`config.mk`:
```
export PLATFORM = sky130hd
export DESIGN_NAME = batch_sample_scoreboard
export DESIGN_NICKNAME = d
export VERILOG_FILES = /design/src/rtl/batch_sample_scoreboard.sv
export SDC_FILE = /design/constraint.sdc
export NUM_CORES = 2
export LEC_CHECK = 0
export ABC_AREA = 0
export BUFFER_PORTS_ARGS = -buffer_cell sky130_fd_sc_hd__buf_2
export CORE_MARGIN = 5
export CORE_UTILIZATION = 59
export DETAILED_ROUTE_END_ITERATION = 6
export MAX_ROUTING_LAYER = met4
export PLACE_DENSITY = 0.73
export SLEW_MARGIN = 15
export SYNTH_ARGS = -nofsm -noshare
export SYNTH_HDL_FRONTEND = slang
export SYNTH_SLANG_ARGS = --single-unit
```
`constraint.sdc`:
```
create_clock -name clk -period 17.2 [get_ports clk]
set_clock_uncertainty 0.2 [all_clocks]
set_input_delay 5.16 -clock clk [delete_from_list [all_inputs] [get_ports clk]]
set_output_delay 5.16 -clock clk [all_outputs]
set_load 0.05 [all_outputs]
```
`src/rtl/batch_sample_scoreboard.sv`:
```
// Batch-ordering scoreboard: shadows downsampled input vectors per batch cycle,
// checks pipeline taps against the shadow copy, and monitors the filter output
// for magnitude discontinuities. Sticky flags and saturating counters are readable.
module batch_sample_scoreboard #(
  parameter int N     = 4,
  parameter int DSR   = 1,
  parameter int DEPTH = 32,
  parameter int LANES = 3,
  parameter int RES_W = 24,
  parameter logic [RES_W-1:0] DMAX = 24'h04CCCC,
  parameter int CNT_W = 16,
  localparam int SW = N * DSR,
  localparam int D  = (DEPTH + DSR - 1) / DSR,
  localparam int IW = (D > 1) ? $clog2(D) : 1,
  localparam int LW = (LANES > 1) ? $clog2(LANES) : 1
) (
  input  logic                  clk,
  input  logic                  rst,
  input  logic                  en,
  input  logic                  clear,
  input  logic                  wr_valid,
  input  logic [1:0]            wr_cycle,
  input  logic [IW-1:0]         wr_idx,
  input  logic [SW-1:0]         wr_data,
  input  logic [LANES-1:0]      chk_valid,
  input  logic [2*LANES-1:0]    chk_cycle,
  input  logic [IW*LANES-1:0]   chk_idx,
  input  logic [SW*LANES-1:0]   chk_data,
  input  logic                  res_valid,
  input  logic [RES_W-1:0]      res_data,
  output logic [LANES-1:0]      err_pulse,
  output logic [LANES-1:0]      err_sticky,
  output logic [LANES-1:0]      uninit_sticky,
  output logic [CNT_W-1:0]      err_count,
  output logic [LW-1:0]         first_lane,
  output logic [IW-1:0]         first_idx,
  output logic [SW-1:0]         first_exp,
  output logic [SW-1:0]         first_act,
  output logic                  disc_pulse,
  output logic [CNT_W-1:0]      disc_count
);

  logic [SW-1:0]   mem [4][D];
  logic [D-1:0]    ent_valid [4];
  logic [1:0]      last_cycle;
  logic            last_seen;

  logic            wr_ok;
  logic            new_epoch;
  logic [D-1:0]    wr_onehot;

  logic [LANES-1:0] mism;
  logic [LANES-1:0] unin;
  logic [1:0]       lane_bank;
  logic [IW-1:0]    lane_idx;
  logic [SW-1:0]    lane_data;
  logic             cap_found;
  logic [LW-1:0]    cap_lane;
  logic [IW-1:0]    cap_idx;
  logic [SW-1:0]    cap_exp;
  logic [SW-1:0]    cap_act;
  logic [LW:0]      pop;
  logic [CNT_W:0]   err_sum;
  logic [CNT_W-1:0] err_next;
  logic             first_armed;

  logic [RES_W-1:0] res_abs;
  logic [RES_W-1:0] prev_abs;
  logic             prev_valid;
  logic [RES_W:0]   delta;
  logic             disc_hit;

  function automatic logic [RES_W-1:0] mag(input logic [RES_W-1:0] v);
    if (!v[RES_W-1]) return v;
    if (v[RES_W-2:0] == '0) return {1'b0, {(RES_W-1){1'b1}}};
    return ~v + RES_W'(1);
  endfunction

  // Write qualification, bank-epoch detection and one-hot of the written entry.
  always_comb begin
    wr_ok     = en && wr_valid && (int'(wr_idx) < D);
    new_epoch = !last_seen || (wr_cycle != last_cycle);
    wr_onehot = '0;
    if (int'(wr_idx) < D) wr_onehot[wr_idx] = 1'b1;
  end

  // Entry-valid bits: first write of a new cycle tag restarts that bank's epoch.
  always_ff @(posedge clk or posedge rst) begin
    if (rst) begin
      for (int unsigned b = 0; b < 4; b++) ent_valid[b] <= '0;
      last_cycle <= '0;
      last_seen  <= 1'b0;
    end else if (wr_ok) begin
      ent_valid[wr_cycle] <= new_epoch ? wr_onehot : (ent_valid[wr_cycle] | wr_onehot);
      last_cycle <= wr_cycle;
      last_seen  <= 1'b1;
    end
  end

  // Sample storage; data needs no reset because validity is tracked separately.
  always_ff @(posedge clk) begin
    if (wr_ok) mem[wr_cycle][wr_idx] <= wr_data;
  end

  // Per-lane compare against current (pre-write) contents; lowest failing lane is captured.
  always_comb begin
    mism      = '0;
    unin      = '0;
    lane_bank = '0;
    lane_idx  = '0;
    lane_data = '0;
    cap_found = 1'b0;
    cap_lane  = '0;
    cap_idx   = '0;
    cap_exp   = '0;
    cap_act   = '0;
    pop       = '0;
    for (int unsigned l = 0; l < LANES; l++) begin
      lane_bank = chk_cycle[2*l +: 2];
      lane_idx  = chk_idx[IW*l +: IW];
      lane_data = chk_data[SW*l +: SW];
      if (en && chk_valid[l]) begin
        if (int'(lane_idx) >= D) begin
          unin[l] = 1'b1;
        end else if (!ent_valid[lane_bank][lane_idx]) begin
          unin[l] = 1'b1;
        end else if (mem[lane_bank][lane_idx] != lane_data) begin
          mism[l] = 1'b1;
          pop     = pop + (LW+1)'(1);
          if (!cap_found) begin
            cap_found = 1'b1;
            cap_lane  = LW'(l);
            cap_idx   = lane_idx;
            cap_exp   = mem[lane_bank][lane_idx];
            cap_act   = lane_data;
          end
        end
      end
    end
    err_sum  = {1'b0, err_count} + {{(CNT_W-LW){1'b0}}, pop};
    err_next = err_sum[CNT_W] ? '1 : err_sum[CNT_W-1:0];
  end

  // Continuity: difference of magnitudes, saturating abs keeps it within RES_W+1 bits.
  always_comb begin
    res_abs  = mag(res_data);
    delta    = (res_abs >= prev_abs) ? {1'b0, res_abs - prev_abs} : {1'b0, prev_abs - res_abs};
    disc_hit = en && res_valid && prev_valid && (delta > {1'b0, DMAX});
  end

  // Status registers; clear takes priority over any check or result event in the same cycle.
  always_ff @(posedge clk or posedge rst) begin
    if (rst) begin
      err_pulse     <= '0;
      err_sticky    <= '0;
      uninit_sticky <= '0;
      err_count     <= '0;
      first_lane    <= '0;
      first_idx     <= '0;
      first_exp     <= '0;
      first_act     <= '0;
      first_armed   <= 1'b1;
      disc_pulse    <= 1'b0;
      disc_count    <= '0;
      prev_abs      <= '0;
      prev_valid    <= 1'b0;
    end else if (clear) begin
      err_pulse     <= '0;
      err_sticky    <= '0;
      uninit_sticky <= '0;
      err_count     <= '0;
      first_lane    <= '0;
      first_idx     <= '0;
      first_exp     <= '0;
      first_act     <= '0;
      first_armed   <= 1'b1;
      disc_pulse    <= 1'b0;
      disc_count    <= '0;
      prev_abs      <= '0;
      prev_valid    <= 1'b0;
    end else begin
      err_pulse     <= mism;
      err_sticky    <= err_sticky | mism;
      uninit_sticky <= uninit_sticky | unin;
      err_count     <= err_next;
      if (first_armed && cap_found) begin
        first_armed <= 1'b0;
        first_lane  <= cap_lane;
        first_idx   <= cap_idx;
        first_exp   <= cap_exp;
        first_act   <= cap_act;
      end
      disc_pulse <= disc_hit;
      if (disc_hit && (disc_count != '1)) disc_count <= disc_count + CNT_W'(1);
      if (!en) begin
        prev_valid <= 1'b0;
      end else if (res_valid) begin
        prev_valid <= 1'b1;
        prev_abs   <= res_abs;
      end
    end
  end

endmodule

```
Word-level counts from Yosys, hierarchy flattened. Memory sizes are Yosys's and may differ from the RTL's. Cells that the tools add are included.

Memories kept: 1. Word-level logic and storage cells: 221. Input port bits: 77. Memory bits (writable): 512. Bits in registers: 214.

Memory list: mem (depth 4, bits a word 128, rd ports 3, clocked after memory_dff 0, write ports 1, RTL line 43) `logic [SW-1:0] mem [4][D];`.

Mux-type cells: 139. Bitwise logic cells: 12. $lt $le $gt $ge: 17. Equal/unequal tests: 6. Reductions and logical operators: 20. Add/sub/neg operators: 7.

Operators by type and width (number): two-way mux 32 bit (10); binary-select mux 32 bit (select 2 bit) (4); two-way mux 24 bit (8); two-way mux 4 bit (33); bitwise mux 128 bit (1); two-way mux 128 bit (1); two-way mux 5 bit (13); demux 32 bit (select 2 bit) (1); two-way mux 16 bit (4); binary-select mux 4 bit (select 5 bit) (3); subtractor 24 bit (2); two-way mux 1 bit (41); OR 32 bit (1); two-way mux 3 bit (9); adder 24 x 1 -> 24 bit, second input constant (1); greater-or-equal comparator 24 bit (1); greater-or-equal comparator 6 bit, second input constant (4); > comparator 24 x 19 -> 1 bit, second input constant (1); less-than comparator 5 x 6 -> 1 bit, second input constant (4); inverter 24 bit (1); inverter 5 -> 6 bit (4); logical NOT 23 bit (1); demux 4 bit (select 5 bit) (1); adder 16 x 3 -> 17 bit (1); other kinds (20) (51).

Longest topological paths before layout.
Depth in word-level cells: 19. Gate-level depth with buffers: 29. Gate-level depth less buffers: 24.

Least setup slack after synthesis. OpenSTA, ideal clock, no wires.

Kind: input -> register. Start: input chk_idx[5]. End: register err_count[10]. Library setup time: 78 ps. Slack: 6522 ps. Data arrival time: 10400 ps. Buffers on the path: 4. Cell stages on the path: 25. Required time: 16922 ps. Path through: buf_2 > buf_1 > clkbuf_1 > mux4_2 > mux4_2 > nand2_1 > nand3_1 > mux2i_1 > xnor2_1 > nor2_1 > o211ai_1 > ha_1 > nand2_1 > o21ai_0 > ha_1 > mux2_2 > inv_1 > fa_1 > nor2b_1 > o21ai_0 > nor3_1 > nand4_1 > or2_2 > clkbuf_1 > a21oi_1.

Cells in the longest elaborated chain, start to end: 15. Elaborated cells between the ends (all ways): 17. Those cells by class: add/sub: 2; eq/ne: 1; mux: 13; bitwise: 1.

RTL lines: from (decl) (RTL line 27) `input logic [IW*LANES-1:0] chk_idx,`; inverter 5 -> 6 bit (not written as such) (RTL line 127) `end else if (mem[lane_bank][lane_idx] != lane_data) begin`; binary-select mux 4 bit (select 5 bit) (RTL line 127); two-way mux 4 bit (not written as such) (2 in series) (RTL line 127); != test 4 bit (RTL line 127); two-way mux 3 bit (RTL line 127); two-way mux 3 bit (*) (RTL line 125) `end else if (!ent_valid[lane_bank][lane_idx]) begin`; two-way mux 3 bit (*) (RTL line 122) `if (en && chk_valid[l]) begin`; adder 3 x 1 -> 3 bit (RTL line 129) `pop = pop + (LW+1)'(1);`; two-way mux 3 bit (RTL line 127); two-way mux 3 bit (RTL line 125); two-way mux 3 bit (*) (RTL line 122); adder 16 x 3 -> 17 bit (*) (RTL line 140) `err_sum = {1'b0, err_count} + {{(CNT_W-LW){1'b0}}, pop};`; two-way mux 16 bit (*) (RTL line 141) `err_next = err_sum[CNT_W] ? '1 : err_sum[CNT_W-1:0];`; two-way mux 16 bit (*) (RTL line 167) `end else if (clear) begin`; to (signal assigned) (RTL line 185) `err_count <= err_next;`; to (decl) (RTL line 34) `output logic [CNT_W-1:0] err_count,`.

Mark *: on every way between the ends. The rest lies on a longest branch, timed or not. The select of a mux whose other input is x is not followed. A chain may end at the register's enable or synchronous reset.

Worst setup path in the final report.
Start: input chk_idx[5]. End: register err_count[8].

Same word-level chain as after synthesis.

==> out/results.ini <==
[clocking]
ctsResizeCount=0
clk_pin_slew_ns=0.06
htree_levels=3
ctsLongestPathBuffers=3
cts_buffers=80
hold_buffers=0
post_cts_buffers=0
cts_tree=yes
clock_sinks=726
root_buffer=clkbuf_16
clk_latency_ns=0.67

[detailed_routing]
via_count=34000
drc=0
vias_per_cell=7.46
firstDrtPassIters=6
wl_microns=153000
wire_per_inst_microns=33.5
drtIter0Drc=5076
ant_nets=0

[grt]
overflow=0
antenna_found_initial=7
grt_start_max_net_pins=90
grt_pass1_wl_microns=224000
grt_util_all_layers=0.377
grt_pass1_vias=33800

[status]
status=finished clean

[timing]
worst_slack_ns=4.78
timing.setup.tns_ns=0
relSlewSlack=0.155
rsz0062_at_grt=no
fmax_mhz=80.5
finalSetupViolCount=0
finalHoldViolCount=0
finalCritPeriodShare=0.722
drv_slew=0
tightest_slew_ns=1.27
layout_min_cycle_time_ns=12.42

[setup_path]
crit_start=chk_idx[5]
arrival_ns=12.79
path_max_fanout=74
path_class=in2reg
crit_family=simple AND/OR/NAND/NOR gates
cp_cell_sequence=buf_6 -> buf_4 -> and2_1 -> a221oi_1 -> o21ai_0 -> nand4_1 -> a32oi_1 -> nand3_1 -> xnor2_1 -> o211ai_1 -> ha_1 -> nand2_1 -> o21ai_0 -> ha_1 -> mux2_2 -> inv_1 -> fa_1 -> nor2b_1 -> o21ai_0 -> nor3_1 -> nand4_1 -> or2_2 -> o21a_1 -> nor2_1
path_buf_inv=3
endpoint_kind=flip-flop
worstReg2RegStart=mem[3][95]
crit_required_ns=17.57
setup.worst_path.start_class=input pin
worst_path_max_delay_cell=buf_4
crit_top_cell=o21ai_0
cpPeakStageDelay_ns=0.95

[yosys]
synth_top_area_frac=0.339
synth.distinct_cells=95
synth_edf_count=512
synth.area.top_cells=edfxtp_1 (34%), mux4_2 (23%), dfrtp_1 (12%), mux2i_1 (4.1%), nand2_1 (2.5%)
ys_dominant_reg_cell=edfxtp_1
yosysTopAreaCell=edfxtp_1
synthesis.instances=3469
syn_nets=3605
ys_seq_elements=726
avgSynthCellArea_sq_um=13.1
synth_warnings=0
synthArstFlopShare=0.295
ys_seq_area_frac=0.458
syn_area_sq_um=45300

[placed_design]
pre_cts_ws_ns=4.37
place_congestion=0.986
numPortBuffers=133
hpwlAfterDp_microns=104000

[cells_and_area]
ff_latch_area_sq_um=20700
fin_nets=3587
multi_input_area_sq_um=22800
fill_cells=5588
drive_gt1_frac=0.237
area_delta_synth_final_pct=8.16

[floorplanning]
start_util=0.595
coreArea_sq_um=76100
dieArea_sq_um=82400
ios=134
fp-row-count=101
die_h_microns=287
die_x_microns=287

[pwr]
power_density_nw_per_um2=89.7
peakVddDrop_mv=0.0815
p_leak_nw=17.5
finalPower_mw=4.39

[worst_hold_path]
min_from=last_seen
hold_path_class=reg2reg

[run]
max_cap_viol_count=0

==> where the power goes <==
part / switching, mW / total, mW / internal, mW
combinational: 0.442 / 0.699 / 0.257
clock: 0.758 / 1.77 / 1.01
sequential: 0.0270 / 1.93 / 1.90
total: 1.23 / 4.39 / 3.16
==> metrics by stage <==
| stage | std cells | cell area (sq um) | utilization | hold WS [ns] |
|---|---|---|---|---|
| final | 4557 | 49000 | 0.644 | 0.270 |
| after global routing | 4557 | 49000 | 0.644 | 0.304 |
| after detailed placement | 4399 | 46300 | 0.608 | 0.261 |
| after floorplan | 3469 | 45300 | - | 0.225 |
| after CTS | 4547 | 49000 | 0.644 | 0.277 |
| after global placement | 4399 | 46300 | 0.608 | 0.242 |
==> state kept, by name (all words and copies together) (netlist names), 3 cells and up <==
name and cells:
ent_valid 128, first_idx 5, err_pulse 3, first_exp 4, first_act 4, err_count 16
disc_count 16, uninit_sticky 3, err_sticky 3, mem 512, prev_abs 24
==> routing by layer <==
layer  global-route usage  routed length [microns]  up-vias
li1                     -                        -    13800
met1                0.470                    52800    17000
met2                0.563                    69000     2674
met3                0.128                    21300      580
met4                0.181                     9750        0
met5                    -                        0        -
==> Yosys cell counts (17+ instances only) <==
cell,number
nor2_1,247
xnor2_1,31
a22oi_1,118
a21oi_1,117
buf_6,22
buf_2,78
edfxtp_1,512
nand3_1,49
o21ai_0,196
mux2i_1,186
buf_1,27
o31ai_1,17
or3_1,17
nor3_1,29
inv_1,80
nor2b_1,25
a221oi_1,29
dfrtp_1,213
and2_1,28
a22o_1,38
nand4_1,29
nand2_1,298
and3_1,29
a21boi_0,25
o22ai_1,31
ha_1,56
buf_4,19
a211oi_1,33
mux4_2,457
xor2_1,37
clkbuf_1,131
==> worst reg2reg max path, stage by stage, from the launching register on <==
cell and delay, ns:
edfxtp_1 0.41, mux4_2 0.51, nor2b_1 0.15, a211oi_1 0.63, a2111oi_0 0.21, a21oi_1 0.47
xnor2_1 0.18, nor3_1 0.06, o211ai_1 0.65, ha_1 0.37, nand2_1 0.05, o21ai_0 0.15
ha_1 0.35, mux2_2 0.16, inv_1 0.05, fa_1 0.41, nor2b_1 0.13, o21ai_0 0.16
nor3_1 0.37, nand4_1 0.26, or2_2 0.48, o21a_1 0.15, nor2_1 0.09
==> worst paths after layout <==
| kind | end | slack [ns] | cells after the start |
|---|---|---|---|
| max | err_count[8] | 4.78 | 24 |
| min | last_seen | 0.27 | 1 |
| max reg2reg | err_count[8] | 10.46 | 22 |
| min reg2reg | last_seen | 0.27 | 1 |
| max in group asynchronous | ent_valid[112] | 10.31 | 4 |
| min in group asynchronous | err_pulse[0] | 4.39 | 2 |
==> logic make-up (layout without fill, tap and decap cells) <==
kind of cell / Yosys count / after routing / synth area share
AND/OR/NAND/NOR: 857 / 857 / 0.0895
AO/OA/AOI/OAI: 727 / 727 / 0.107
flip-flops: 726 / 726 / 0.458
multiplexers: 665 / 665 / 0.277
buffers and inverters: 367 / 415 / 0.0394
XOR/XNOR: 68 / 68 / 0.0132
adder cells (fa/ha/maj): 59 / 59 / 0.0168
other: 0 / 10 / 0
==> layout by cell type, fill, tap and decap left out, types with 49 or more instances in the layout <==
| cell | n |
|---|---|
| o21ai_0 | 196 |
| mux4_2 | 457 |
| edfxtp_1 | 512 |
| a21oi_1 | 117 |
| dfrtp_1 | 213 |
| a22oi_1 | 118 |
| clkbuf_16 | 80 |
| buf_4 | 53 |
| nor2_1 | 246 |
| nand2_1 | 296 |
| buf_2 | 122 |
| ha_1 | 56 |
| nand3_1 | 49 |
| inv_1 | 79 |
| mux2i_1 | 186 |
==> final cells by class <==
class | count | share of cell area
multi-input cells | 2376 | 0.466
repair buffers | 183 | 0.0228
inverters | 84 | 0.00659
clock buffers | 100 | 0.0432
clock inverters | 48 | 0.0114
flip-flops and latches | 726 | 0.423
diodes | 10 | 0.000511
well taps | 1030 | 0.0263
Note: power is estimated with default switching activity, not from simulation.
